==> config.mk <==
export PLATFORM = sky130hd
export DESIGN_NAME = lsu_flat
export DESIGN_NICKNAME = d
export VERILOG_FILES = /design/src/rtl/lsu_pkg.sv /design/src/rtl/lsu_if.sv /design/src/rtl/lsu_lane.sv /design/src/rtl/lsu.sv /design/src/flat_wrapper.sv
export SDC_FILE = /design/constraint.sdc
export NUM_CORES = 1
export LEC_CHECK = 0
export CORE_MARGIN = 1
export CORE_UTILIZATION = 36
export CTS_CLUSTER_SIZE = 16
export DETAILED_ROUTE_END_ITERATION = 7
export SYNTH_ARGS = -nofsm -noshare
export SYNTH_HDL_FRONTEND = slang
export SYNTH_HIERARCHICAL = 1
export SYNTH_SLANG_ARGS = --single-unit
==> constraint.sdc <==
create_clock -name clk -period 6.86 [get_ports clk]
set_input_delay 1.029 -clock clk [delete_from_list [all_inputs] [get_ports clk]]
set_output_delay 1.029 -clock clk [all_outputs]
set_load 0.02 [all_outputs]
==> src/rtl/lsu_pkg.sv <==
// Shared definitions for the load/store unit: access-size encodings, the
// controller state type, the default address width and address helpers.
// Optional feature macro: LSU_MISALIGN_TRAP_EN (adds the ERR state).
package lsu_pkg;

  localparam int ADDR_W_DEF = 32;

  localparam logic [1:0] SZ_BYTE = 2'd0;
  localparam logic [1:0] SZ_HALF = 2'd1;
  localparam logic [1:0] SZ_WORD = 2'd2;

  typedef enum logic [2:0] {
    S_IDLE,
    S_RD,
    S_CAP,
    S_WR
`ifdef LSU_MISALIGN_TRAP_EN
    , S_ERR
`endif
  } state_t;

  // Size code 3 behaves exactly like a word access.
  function automatic logic [1:0] norm_size(input logic [1:0] sz);
    return (sz == 2'd3) ? SZ_WORD : sz;
  endfunction

  // True when the low address bits are not a multiple of the access size.
  function automatic logic misaligned(input logic [1:0] sz, input logic [1:0] lo);
    return ((sz == SZ_HALF) && lo[0]) || ((sz == SZ_WORD) && (lo != 2'b00));
  endfunction

  // Clears the low address bits that lie below the access size.
  function automatic logic [1:0] align_lo(input logic [1:0] sz, input logic [1:0] lo);
    case (sz)
      SZ_BYTE: return lo;
      SZ_HALF: return {lo[1], 1'b0};
      default: return 2'b00;
    endcase
  endfunction

endpackage

==> src/rtl/lsu_if.sv <==
// Request/response handshake between execute stage and LSU, plus the data
// memory pins. slave = LSU side, master = requester, mem = data memory.
interface lsu_if import lsu_pkg::*; #(parameter int ADDR_W = ADDR_W_DEF);

  logic              req_valid;
  logic              req_ready;
  logic              req_write;
  logic [1:0]        req_size;
  logic              req_signed;
  logic [ADDR_W-1:0] req_addr;
  logic [31:0]       req_wdata;

  logic              resp_valid;
  logic [31:0]       resp_rdata;
  logic              resp_err;

  logic              dm_mem_read;
  logic              dm_mem_write;
  logic [ADDR_W-1:0] dm_addr;
  logic [31:0]       dm_write_data;
  logic [31:0]       dm_read_data;

  modport slave (
    input  req_valid, req_write, req_size, req_signed, req_addr, req_wdata,
    output req_ready, resp_valid, resp_rdata, resp_err,
    output dm_mem_read, dm_mem_write, dm_addr, dm_write_data,
    input  dm_read_data
  );

  modport master (
    output req_valid, req_write, req_size, req_signed, req_addr, req_wdata,
    input  req_ready, resp_valid, resp_rdata, resp_err
  );

  modport mem (
    input  dm_mem_read, dm_mem_write, dm_addr, dm_write_data,
    output dm_read_data
  );

endinterface

==> src/rtl/lsu_lane.sv <==
// Little-endian lane logic: extracts and extends a byte/half from a memory
// word for loads, and splices store data into the word for sub-word stores.
module lsu_lane import lsu_pkg::*; (
  input  logic [31:0] word,
  input  logic [1:0]  addr_lo,
  input  logic [1:0]  size,
  input  logic        sgn,
  input  logic [15:0] wdata,
  output logic [31:0] load_val,
  output logic [31:0] merged
);

  function automatic logic [31:0] ext8(input logic [7:0] b, input logic s);
    logic signed [7:0]  sb;
    logic signed [31:0] sx;
    sb = b;
    sx = sb;
    return s ? sx : {24'd0, b};
  endfunction

  function automatic logic [31:0] ext16(input logic [15:0] h, input logic s);
    logic signed [15:0] sh;
    logic signed [31:0] sx;
    sh = h;
    sx = sh;
    return s ? sx : {16'd0, h};
  endfunction

  logic [4:0]  byte_sh;
  logic [7:0]  byte_sel;
  logic [15:0] half_sel;

  // Select the addressed lane and build both the load result and merged word.
  always_comb begin
    byte_sh  = {addr_lo, 3'b000};
    byte_sel = word[byte_sh +: 8];
    half_sel = addr_lo[1] ? word[31:16] : word[15:0];
    load_val = word;
    merged   = word;
    case (size)
      SZ_BYTE: begin
        load_val               = ext8(byte_sel, sgn);
        merged[byte_sh +: 8]   = wdata[7:0];
      end
      SZ_HALF: begin
        load_val = ext16(half_sel, sgn);
        if (addr_lo[1]) merged[31:16] = wdata;
        else            merged[15:0]  = wdata;
      end
      default: ;
    endcase
  end

endmodule

==> src/rtl/lsu.sv <==
// Load/store unit: one request at a time, sub-word stores done as
// read-modify-write, all memory pins and response outputs registered.
// Optional feature macro: LSU_MISALIGN_TRAP_EN -- misaligned requests return
// resp_err through the ERR state; otherwise low address bits are forced to
// the access alignment and the access proceeds.
module lsu import lsu_pkg::*; #(
  parameter int ADDR_W = ADDR_W_DEF
) (
  input  logic  clk,
  input  logic  rst_n,
  lsu_if.slave  bus
);

  state_t            state, state_nxt;

  logic              accept;
  logic [1:0]        in_size;
  logic [1:0]        in_lo;
  logic [ADDR_W-1:0] in_waddr;

  logic              lat_write;
  logic              lat_signed;
  logic [1:0]        lat_size;
  logic [1:0]        lat_lo;
  logic [15:0]       lat_wdata;

  logic [31:0]       load_val;
  logic [31:0]       merged;

  logic              rd_q, rd_nxt;
  logic              wr_q, wr_nxt;
  logic              vld_q, vld_nxt;
  logic [ADDR_W-1:0] addr_q, addr_nxt;
  logic [31:0]       wdata_q, wdata_nxt;
  logic [31:0]       rdata_q, rdata_nxt;
`ifdef LSU_MISALIGN_TRAP_EN
  logic              err_q, err_nxt;
  logic              in_mis;
`endif

  assign accept   = bus.req_valid && (state == S_IDLE);
  assign in_size  = norm_size(bus.req_size);
  assign in_waddr = {bus.req_addr[ADDR_W-1:2], 2'b00};
`ifdef LSU_MISALIGN_TRAP_EN
  assign in_lo    = bus.req_addr[1:0];
  assign in_mis   = misaligned(in_size, bus.req_addr[1:0]);
`else
  assign in_lo    = align_lo(in_size, bus.req_addr[1:0]);
`endif

  lsu_lane u_lane (
    .word     (bus.dm_read_data),
    .addr_lo  (lat_lo),
    .size     (lat_size),
    .sgn      (lat_signed),
    .wdata    (lat_wdata),
    .load_val (load_val),
    .merged   (merged)
  );

  // Controller state register.
  always_ff @(posedge clk or negedge rst_n) begin
    if (!rst_n) state <= S_IDLE;
    else        state <= state_nxt;
  end

  // Next state and next values of the registered memory/response outputs.
  always_comb begin
    state_nxt = state;
    rd_nxt    = 1'b0;
    wr_nxt    = 1'b0;
    vld_nxt   = 1'b0;
    addr_nxt  = addr_q;
    wdata_nxt = wdata_q;
    rdata_nxt = rdata_q;
`ifdef LSU_MISALIGN_TRAP_EN
    err_nxt   = 1'b0;
`endif
    case (state)
      S_IDLE: begin
        if (accept) begin
`ifdef LSU_MISALIGN_TRAP_EN
          if (in_mis) state_nxt = S_ERR;
          else
`endif
          if (bus.req_write && (in_size == SZ_WORD)) begin
            state_nxt = S_WR;
            wr_nxt    = 1'b1;
            addr_nxt  = in_waddr;
            wdata_nxt = bus.req_wdata;
          end else begin
            state_nxt = S_RD;
            rd_nxt    = 1'b1;
            addr_nxt  = in_waddr;
          end
        end
      end
      S_RD: state_nxt = S_CAP;
      S_CAP: begin
        if (lat_write) begin
          state_nxt = S_WR;
          wr_nxt    = 1'b1;
          wdata_nxt = merged;
        end else begin
          state_nxt = S_IDLE;
          vld_nxt   = 1'b1;
          rdata_nxt = load_val;
        end
      end
      S_WR: begin
        state_nxt = S_IDLE;
        vld_nxt   = 1'b1;
        rdata_nxt = 32'd0;
      end
`ifdef LSU_MISALIGN_TRAP_EN
      S_ERR: begin
        state_nxt = S_IDLE;
        vld_nxt   = 1'b1;
        err_nxt   = 1'b1;
        rdata_nxt = 32'd0;
      end
`endif
      default: state_nxt = S_IDLE;
    endcase
  end

  // Registered memory pins and response outputs.
  always_ff @(posedge clk or negedge rst_n) begin
    if (!rst_n) begin
      rd_q    <= 1'b0;
      wr_q    <= 1'b0;
      vld_q   <= 1'b0;
      addr_q  <= '0;
      wdata_q <= 32'd0;
      rdata_q <= 32'd0;
`ifdef LSU_MISALIGN_TRAP_EN
      err_q   <= 1'b0;
`endif
    end else begin
      rd_q    <= rd_nxt;
      wr_q    <= wr_nxt;
      vld_q   <= vld_nxt;
      addr_q  <= addr_nxt;
      wdata_q <= wdata_nxt;
      rdata_q <= rdata_nxt;
`ifdef LSU_MISALIGN_TRAP_EN
      err_q   <= err_nxt;
`endif
    end
  end

  // Capture the request fields needed after the accept cycle.
  always_ff @(posedge clk) begin
    if (accept) begin
      lat_write  <= bus.req_write;
      lat_signed <= bus.req_signed;
      lat_size   <= in_size;
      lat_lo     <= in_lo;
      lat_wdata  <= bus.req_wdata[15:0];
    end
  end

  assign bus.req_ready     = (state == S_IDLE);
  assign bus.resp_valid    = vld_q;
  assign bus.resp_rdata    = rdata_q;
  assign bus.dm_mem_read   = rd_q;
  assign bus.dm_mem_write  = wr_q;
  assign bus.dm_addr       = addr_q;
  assign bus.dm_write_data = wdata_q;
`ifdef LSU_MISALIGN_TRAP_EN
  assign bus.resp_err      = err_q;
`else
  assign bus.resp_err      = 1'b0;
`endif

endmodule

==> src/flat_wrapper.sv <==
// flat-port wrapper written by rule: the top's interface ports become plain ports
module lsu_flat import lsu_pkg::*;
#(
  parameter int ADDR_W = ADDR_W_DEF
)
  (clk, rst_n, bus_req_valid, bus_req_write, bus_req_size, bus_req_signed, bus_req_addr, bus_req_wdata, bus_req_ready, bus_resp_valid, bus_resp_rdata, bus_resp_err, bus_dm_mem_read, bus_dm_mem_write, bus_dm_addr, bus_dm_write_data, bus_dm_read_data);
  lsu_if #(.ADDR_W(ADDR_W)) bus_i ();
  input  logic clk;
  input  logic rst_n;
  input wire logic [$bits(bus_i.req_valid)-1:0] bus_req_valid;
  input wire logic [$bits(bus_i.req_write)-1:0] bus_req_write;
  input wire logic [$bits(bus_i.req_size)-1:0] bus_req_size;
  input wire logic [$bits(bus_i.req_signed)-1:0] bus_req_signed;
  input wire logic [$bits(bus_i.req_addr)-1:0] bus_req_addr;
  input wire logic [$bits(bus_i.req_wdata)-1:0] bus_req_wdata;
  output wire logic [$bits(bus_i.req_ready)-1:0] bus_req_ready;
  output wire logic [$bits(bus_i.resp_valid)-1:0] bus_resp_valid;
  output wire logic [$bits(bus_i.resp_rdata)-1:0] bus_resp_rdata;
  output wire logic [$bits(bus_i.resp_err)-1:0] bus_resp_err;
  output wire logic [$bits(bus_i.dm_mem_read)-1:0] bus_dm_mem_read;
  output wire logic [$bits(bus_i.dm_mem_write)-1:0] bus_dm_mem_write;
  output wire logic [$bits(bus_i.dm_addr)-1:0] bus_dm_addr;
  output wire logic [$bits(bus_i.dm_write_data)-1:0] bus_dm_write_data;
  input wire logic [$bits(bus_i.dm_read_data)-1:0] bus_dm_read_data;
  assign bus_i.req_valid = bus_req_valid;
  assign bus_i.req_write = bus_req_write;
  assign bus_i.req_size = bus_req_size;
  assign bus_i.req_signed = bus_req_signed;
  assign bus_i.req_addr = bus_req_addr;
  assign bus_i.req_wdata = bus_req_wdata;
  assign bus_req_ready = bus_i.req_ready;
  assign bus_resp_valid = bus_i.resp_valid;
  assign bus_resp_rdata = bus_i.resp_rdata;
  assign bus_resp_err = bus_i.resp_err;
  assign bus_dm_mem_read = bus_i.dm_mem_read;
  assign bus_dm_mem_write = bus_i.dm_mem_write;
  assign bus_dm_addr = bus_i.dm_addr;
  assign bus_dm_write_data = bus_i.dm_write_data;
  assign bus_i.dm_read_data = bus_dm_read_data;
  lsu #(.ADDR_W(ADDR_W)) u_core (.clk(clk), .rst_n(rst_n), .bus(bus_i));
endmodule
# After elaboration in Yosys (flattened, before gate mapping)

Index checks and enable logic that the tools add are counted.

Add/subtract/negate cells: 1
Eq/ne operators: 11
Shifts and indexed selects: 3
Muxes and demuxes: 29
Reductions and logical operators: 10

Operators with widths:

| kind                   | number |
|---|---|
| $pmux 32 s2            | 4 |
| $mux 32                | 6 |
| $mux 16                | 3 |
| $bwmux 32              | 1 |
| $shift 8x7->32 const A | 1 |
| $shiftx 32x6->8        | 1 |
| $shiftx 8x7->32        | 1 |
| $pmux 3 s3             | 1 |
| $mux 1                 | 7 |
| $neg 5->7              | 1 |
| $eq 3x2->1 const B     | 2 |
| $mux 2                 | 3 |
| $ne 2x1->1 const B     | 3 |
| $eq 2x1->1 const B     | 2 |
| $eq 2x2->1 const B     | 2 |
| $logic_not 2->1        | 2 |
| $pmux 1 s2             | 2 |
| $pmux 2 s2             | 1 |
| $reduce_and 2->1       | 2 |
| $reduce_and 4->1       | 1 |
| $reduce_bool 2->1      | 2 |
| $eq 3x1->1 const B     | 1 |
| $logic_not 3->1        | 1 |
| $mux 3                 | 1 |
| other kinds (2)        | 3 |

Register bits after elaboration: 122
Bits of input ports: 103
Output and inout bits: 101
Logic and storage cells: 66

# Depth between registers and ports, before layout

Word-level depth: 7
Depth in mapped cells: 11
Mapped depth without buffers: 8

# Hierarchy

Netlist, hierarchy kept.

By module, submodules not included:

| module   | instances | cells each | area an instance (µm²) | sequential area each (µm²) |
|---|---|---|---|---|
| lsu      | 1         | 288        | 4792.1                 | 3138.0 |
| lsu_lane | 1         | 307        | 1820.5                 | 0.0 |

# Worst setup path before layout

OpenSTA, ideal clock, no wires.

Kind: reg-to-reg
Start: reg u_core.lat_lo[1]
End: reg u_core.wdata_q[5] (netlist: u_core/bus.dm_write_data[5])
Setup time: 0.065 ns
Arrival: 2.666 ns
Required time: 6.795 ns
Path slack: 4.129 ns
Cell stages (with the launch flop): 12
Path buffers: 3
Clock period less this slack: 2.731 ns
Path through: edfxtp_1 > buf_2 > clkinv_1 > clkbuf_1 > ha_1 > clkbuf_1 > nand2_1 > nor3_1 > a31oi_1 > o21ai_0 > mux2_2 > mux2_2

Longest elaborated chain between the ends: 6
Elaborated cells between the ends (all ways): 8
Those cells by class: add/sub: 1; shift: 2; mux: 5

Ends and longest elaborated chain:

| item                                              | RTL line       | text |
|---|---|---|
| from (decl)                                       | lsu.sv:24      | `logic [1:0] lat_lo;` |
| from (signal assigned)                            | lsu.sv:158     | `lat_lo <= in_lo;` |
| $neg 5->7                                         | lsu_lane.sv:43 | `merged[byte_sh +: 8] = wdata[7:0];` |
| $shiftx 8x7->32 or $shift 8x7->32 (tied branches) | lsu_lane.sv:43 |  |
| $bwmux 32                                         | lsu_lane.sv:43 |  |
| $pmux 32 s2 (*)                                   | lsu_lane.sv:40 | `case (size)` |
| net u_core.merged[5]                              | lsu.sv:28      | `logic [31:0] merged;` |
| $mux 32 (*)                                       | lsu.sv:100     | `if (lat_write) begin` |
| $pmux 32 s2 (*)                                   | lsu.sv:79      | `case (state)` |
| to (signal assigned)                              | lsu.sv:144     | `wdata_q <= wdata_nxt;` |
| to (decl)                                         | lsu.sv:34      | `logic [31:0] wdata_q, wdata_nxt;` |

The timed path passes the listed nets; every way through them passes the cells marked *. The select of a mux whose other input is x is not followed.
A chain may end at the register's enable or synchronous reset.

# Worst setup path in the final report

Start: reg u_core.lat_lo[1]
End: reg u_core.wdata_q[11] (netlist: u_core/bus.dm_write_data[11])

Same word-level chain as after synthesis.

==> run summary <==
The flow ran to the end, and the final reports show no timing, DRC or antenna violations. The clock latency reported for the late side of the worst-skew pair came out at 420 ps. The count of antenna diodes in the layout came out at 0. The endpoint identified for the worst register-to-register timing path is u_core/bus.dm_write_data[11]. Wires add up to 20800 um. The number of nets in the finished design came out at 882. The die span in y is 138 um. The number of primary I/O pins came out at 204. The area of the die is 18900 um2. STA puts the critical path data required time at 7220 ps.

The number of filler instances in the final layout came out at 1584. The synthesis-stage register bit count came out at 121. The depth of the most critical reg-to-reg path came out at 8. The worst IR drop on VDD is 0.227 mV. The internal power is 0.00254 W.

The share of the clock period used by the worst path is 0.527. The clock passes through at most 2 buffers. The worst setup path is launched from a flop.

The number of global-route vias before repair is 5490. The headroom to the max-slew limit is 0.178. The standard-cell row count came out at 49. STA classifies the critical path endpoint as a flop. The number of antenna violations at the first check in global routing is 0. The cell leakage power came out at 3.79 nW. The highest net fanout along the worst path came out at 61. The actual slew at the worst max-slew pin came out at 1230 ps. The root buffer selected by CTS is clkbuf_16. The signed area change from the synthesized netlist to the final layout came out at 39.9%. The number of DRC violations after detailed routing is 0.

The count of endpoints failing setup in the final report is 0. The worst hold path terminates at u_core/bus.dm_write_data[30]. Setup repair after global routing left no endpoint under its margin. Of the total power, the clock network draws 0.218.

The post-synthesis cell count is 595. The average routed wire per standard cell came out at 20.5 um. The share of the yosys chip area belonging to registers is 0.475. The classification of the worst-slack hold path is flop to flop.

The overall fraction of global-route tracks in use came out at 0.223. The number of setup buffers added after CTS is 0. TritonCTS built the clock tree.

The post-route minimum period came out at 3620 ps. The switching power of the nets came out at 0.00145 W. The count of endpoints failing hold in the final timing report was 0. The overall via count from detail_route is 5558. The arrival time reported for the critical path endpoint is 3970 ps. The average via count per standard cell came out at 5.47. Of the total power, the share spent switching nets is 0.363. The final HPWL from detailed placement came out at 15100 um. The worst clock skew on the final layout is 14.8 ps.

The H-tree was split into 4 levels. The netlist area before placement came out at 6610 um2. Global routing finished with a remaining overflow of 0. Leaving out fill and tap cells, the most frequent cell in the layout is clkdlybuf4s50_1. The CTS buffer count is 17. Counting distinct cell types in the post-synthesis netlist gives 52.

Among all flip-flop cells after synthesis, the most frequent one is dfrtp_1. The library cells used most frequently in the layout, excluding fill and tap cells, are clkdlybuf4s50_1 (199), dfrtp_1 (99), mux2_2 (86). The achievable frequency is 276 MHz. The number of instances on the worst hold path is 1. The quantity of gates resized following cts is 0. The iteration-0 DRC count of the detailed router is 555.

The power per standard cell area came out at 432 nW/um2. The startpoint identified for the worst hold timing path is u_core/bus.dm_write_data[30]. The remaining antenna violation count after routing is 0. The core footprint is 18000 um2. The number of max-slew violations in the final report came out at 0. Entering global routing, the biggest net connects 71 pins. The share of power burned in registers came out at 0.304. The effective utilization at floorplan came out at 0.368.

By startpoint and endpoint, the worst setup path is classified as flop to flop. In this run the critical register-to-register path is launched from u_core/lat_lo[1]. The count of clock tree sinks is 121. During synthesis, Yosys emitted a total of 6 warnings. The first global-routing pass estimated 31500 um of wire. The first TritonRoute pass finished after 6 iterations. The number of I/O port buffers is 200. The fraction of layout instances using a drive strength above 1 is 0.175. The clock transition at the registers of the reported paths came out at 60 ps. The floorplan step set the die width to 138 um.

The mean instance size in the synthesized netlist is 11.1 um2. Adding up every negative setup slack in the final design gives 0 ps. Of the total power, combinational logic draws 0.478. In this run the register-to-register setup slack is 3240 ps.

Counting flops with a built-in enable in the synthesized netlist gives 22. Buffers inserted to repair hold after CTS numbered 0. The post-layout total power came out at 0.00400 W. The share of synthesized flip-flops with an asynchronous set or reset is 0.818.

Max-cap violations in this run came to 0. The final RePlAce weighted congestion came out at 0.871.
-- Yosys cell counts, types with 6 or more instances --
library cell,instances,share of area
dfrtp_1,99,0.37
mux2_2,86,0.15
nand2_1,70,0.040
o21ai_0,47,0.036
a22o_1,35,0.046
a22oi_1,35,0.040
clkbuf_1,24,0.014
edfxtp_1,22,0.10
inv_1,20,0.011
nand2b_1,20,0.019
a21oi_1,14,0.011
nor2b_1,12,0.011
buf_2,11,0.0083
buf_6,10,0.017
a221o_1,8,0.012
a222oi_1,8,0.012
mux2_1,6,0.010
o221ai_1,6,0.0079
-- metal layers --
| layer | GRT usage | up-vias | wire [um] | part of all wire |
|---|---|---|---|---|
| met1 | 0.312 | 2737 | 9400 | 0.45 |
| met3 | 0.0530 | 29 | 1350 | 0.065 |
| li1 | - | 2563 | - | - |
| met5 | 0 | - | 0 | 0 |
| met4 | 0.0757 | 0 | 354 | 0.017 |
| met2 | 0.336 | 229 | 9690 | 0.47 |
-- registers in the layout, indices dropped and copies added (netlist names) --
register	cells
u_core/lat_write	1
u_core/state	2
u_core/bus.dm_mem_write	1
u_core/bus.resp_rdata	32
u_core/bus.resp_valid	1
u_core/bus.dm_addr	30
u_core/bus.dm_write_data	32
u_core/lat_lo	2
u_core/lat_signed	1
u_core/lat_size	2
u_core/bus.dm_mem_read	1
u_core/lat_wdata	16
-- power groups by stage --
stage | clock network [W] | registers, W | logic [W]
floorplan | 0 | 0.00151 | 0.000833
global placement | 0 | 0.00121 | 0.00190
detailed placement | 0 | 0.00122 | 0.00192
CTS | 0.000891 | 0.00122 | 0.00192
global route | 0.000930 | 0.00125 | 0.00204
finish | 0.000871 | 0.00121 | 0.00191
-- worst max-delay path by stage --
stage,from,end,slack [ps],cells after the start
final,u_core/lat_lo[1],u_core/bus.dm_write_data[11],3240,8
after global routing,u_core/lat_lo[1],u_core/bus.dm_write_data[11],2980,8
after CTS,u_core/lat_lo[1],u_core/bus.dm_write_data[27],3300,10
after detailed placement,u_core/lat_lo[1],u_core/bus.dm_write_data[27],3300,10
after global placement,u_core/lat_lo[1],u_core/bus.dm_write_data[19],3410,9
after floorplan,u_core/lat_lo[1],u_core/bus.dm_write_data[5],4130,11
-- metrics by stage --
step	instance area (um2)	std cells	utilization	hold WS, ps	setup slack, ps
final	9250	1016	0.515	493	3240
after global routing	9250	1016	0.515	517	2980
after CTS	9250	1016	0.515	493	3300
after detailed placement	8680	984	0.483	479	3300
after global placement	8680	984	0.483	475	3410
after floorplan	6620	597	-	521	4130
-- cell families after synthesis --
kind of cell	synth area share
AO/OA/AOI/OAI	0.188
adder cells (fa/ha/maj)	0.00946
buffers and inverters	0.0549
flip-flops	0.475
multiplexers	0.171
other	0.000567
AND/OR/NAND/NOR	0.101
-- worst max-delay path, stage by stage (launching register included) --
cell and delay (ps):
edfxtp_1 320, buf_4 470, clkinv_1 660, ha_1 570
nor3_1 840, a32oi_1 210, o21ai_0 190, mux2_2 170
mux2_1 120
-- area by class of cell --
| cell class | count | area, um2 | area share |
|---|---|---|---|
| inverters | 21 | 78.8 | 0.00852 |
| clock buffers | 21 | 450 | 0.0487 |
| multi-input cells | 406 | 3120 | 0.338 |
| clock inverters | 11 | 123 | 0.0133 |
| repair buffers | 207 | 2050 | 0.222 |
| well taps | 229 | 287 | 0.0310 |
| flip-flops and latches | 121 | 3140 | 0.339 |
No activity file was read; power rests on OpenSTA's default activity.
==> RTL change: new RTL, same flow settings <==
`addr_q` no longer has a reset.
--- a/src/rtl/lsu.sv
+++ b/src/rtl/lsu.sv
@@ -131,5 +131,4 @@
       wr_q    <= 1'b0;
       vld_q   <= 1'b0;
-      addr_q  <= '0;
       wdata_q <= 32'd0;
       rdata_q <= 32'd0;
@@ -141,5 +140,4 @@
       wr_q    <= wr_nxt;
       vld_q   <= vld_nxt;
-      addr_q  <= addr_nxt;
       wdata_q <= wdata_nxt;
       rdata_q <= rdata_nxt;
@@ -148,4 +146,8 @@
 `endif
     end
+  end
+
+  always_ff @(posedge clk) begin
+    addr_q <= addr_nxt;
   end
 
Function: changed (Yosys sat finds a counterexample within 4 cycles, from zero or initial values and one cycle with rst_n low).
==> RTL change against the unedited design <==
Total power down 10%; worst setup slack worse by 150 ps; synthesized cell count down 5.5%; sequential cell count unchanged; highest routed layer unchanged; hold slack better by 0.63 ps; final area down 2.3%; wire length down 2.6%; non-clock buffer count up 1; area after synthesis down 4.0%.
==> RTL change: results (changes against the unedited design) <==
| Metric | Value |
|---|---|
| VDD IR max | 214 µV (-5.6%) |
| Share of cells above drive strength 1 | 0.149 (-0.0265) |
| Multi-input combinational gate total | 377 (-7.1%) |
| Post-synth ARST share | 0.570 (-0.248) |
| First-pass GRT wire length | 30900 µm (-2.1%) |
| Outcome | finished, final reports clean |
| Initial DRC Count | 497 (-10%) |
| Final Net Count | 854 (-3.2%) |
| Area contributors post-synth | dfrtp_1, edfxtp_1, mux2_2, a22o_1, a22oi_1 |
| Initial antenna violation count | 0 (unchanged) |
| Avg Cell Area, Syn | 11.3 µm² (+1.6%) |
| Seq/Total Area, Yosys | 0.518 (+0.0436) |
| Reg-to-reg slack, setup | 3090 ps (-150 ps) |
| DP Area | 8460 µm² (-2.5%) |
| Worst Setup EP | u_core/bus.dm_write_data[9] |
| ClkCell Share | 0.0642 (+0.00227) |
| Buffers, non-clock | 208 (+0.48%) |
| Clk root buf | clkbuf_16 |
| CP arrival | 4130 ps (+160 ps) |
| Combinational power | 1580 µW (-17%) |
| Post-DP HPWL | 14700 µm (-2.5%) |
| Detailed-route wire length | 20300 µm (-2.6%) |
| Leak | 0.00358 µW (-5.6%) |
| Worst hold start | u_core/bus.dm_write_data[22] |
| Inverters | 21 (unchanged) |
| Core area | 17200 µm² (-4.0%) |
| Placed instance count | 952 (-3.3%) |
| Clock network power share | 0.240 (+0.022) |
| Post-synth top cells | nand2_1, dfrtp_1, mux2_2 |
| Post-synthesis mux area share | 0.122 (-0.0490) |
| Clock Skew | 17.5 ps (+2.73 ps) |
| Pre-CTS setup slack | 3220 ps (-75.7 ps) |
| # fillers | 1506 (-4.9%) |
| NetSw | 1330 µW (-8.2%) |
| Routed WL per cell | 20.6 µm (+0.57%) |
| Fraction of area in multi-input gates | 0.305 (-0.0328) |
| Total area of sequential cells | 3290 µm² (+4.8%) |
| Post-synth cell types | 51 (-1.9%) |
| Adder-cell share of the synthesized area | 0.00986 (+0.000397) |
| Number of enable flip-flop cells after synthesis | 52 (+140%) |
| GPL Wtd Cong | 0.902 (+3.5%) |
| Final Core Density | 0.525 (+0.00953) |
| GRT Total Usage | 0.228 (+0.00427) |
| # resized after CTS | 0 (unchanged) |
| Non-clock buffers, area share | 0.228 (+0.00571) |
| Worst-Margin Slew | 1180 ps (-55.3 ps) |
| CP peak stage delay | 870 ps (+30 ps) |
RTL change: cell types whose count changed after synthesis, sizes merged:
| cell | unedited run | this run |
|---|---|---|
| edfxtp | 22 | 52 |
| dfrtp | 99 | 69 |
| mux2 | 97 | 67 |
| and2b | 0 | 2 |
| buf | 25 | 21 |
| and2 | 1 | 2 |
| nor2b | 12 | 10 |
RTL change: worst max-delay path, delay by kind of cell, from the launching register on:
family / cells / cell delay, ps
buffers and inverters: 2 / 1150
adders and majority gates: 1 / 570
DFF: 1 / 320
AOI/OAI and AO/OA: 2 / 440
muxes: 2 / 330
and+or+nand+nor: 1 / 870
RTL change: layer usage:
metal,track usage,vias to the layer above,part of all wire
met5,0,-,0
met4,0.0805,0,0.020
met3,0.0739,28,0.091
met2,0.324,277,0.44
met1,0.322,2607,0.45
li1,-,2479,-
RTL change: through the flow:
step	hold slack [ps]	total power, µW
after floorplan	507	2080
after global placement	482	2730
after detailed placement	483	2740
after CTS	497	3630
after global routing	520	3780
final	494	3600
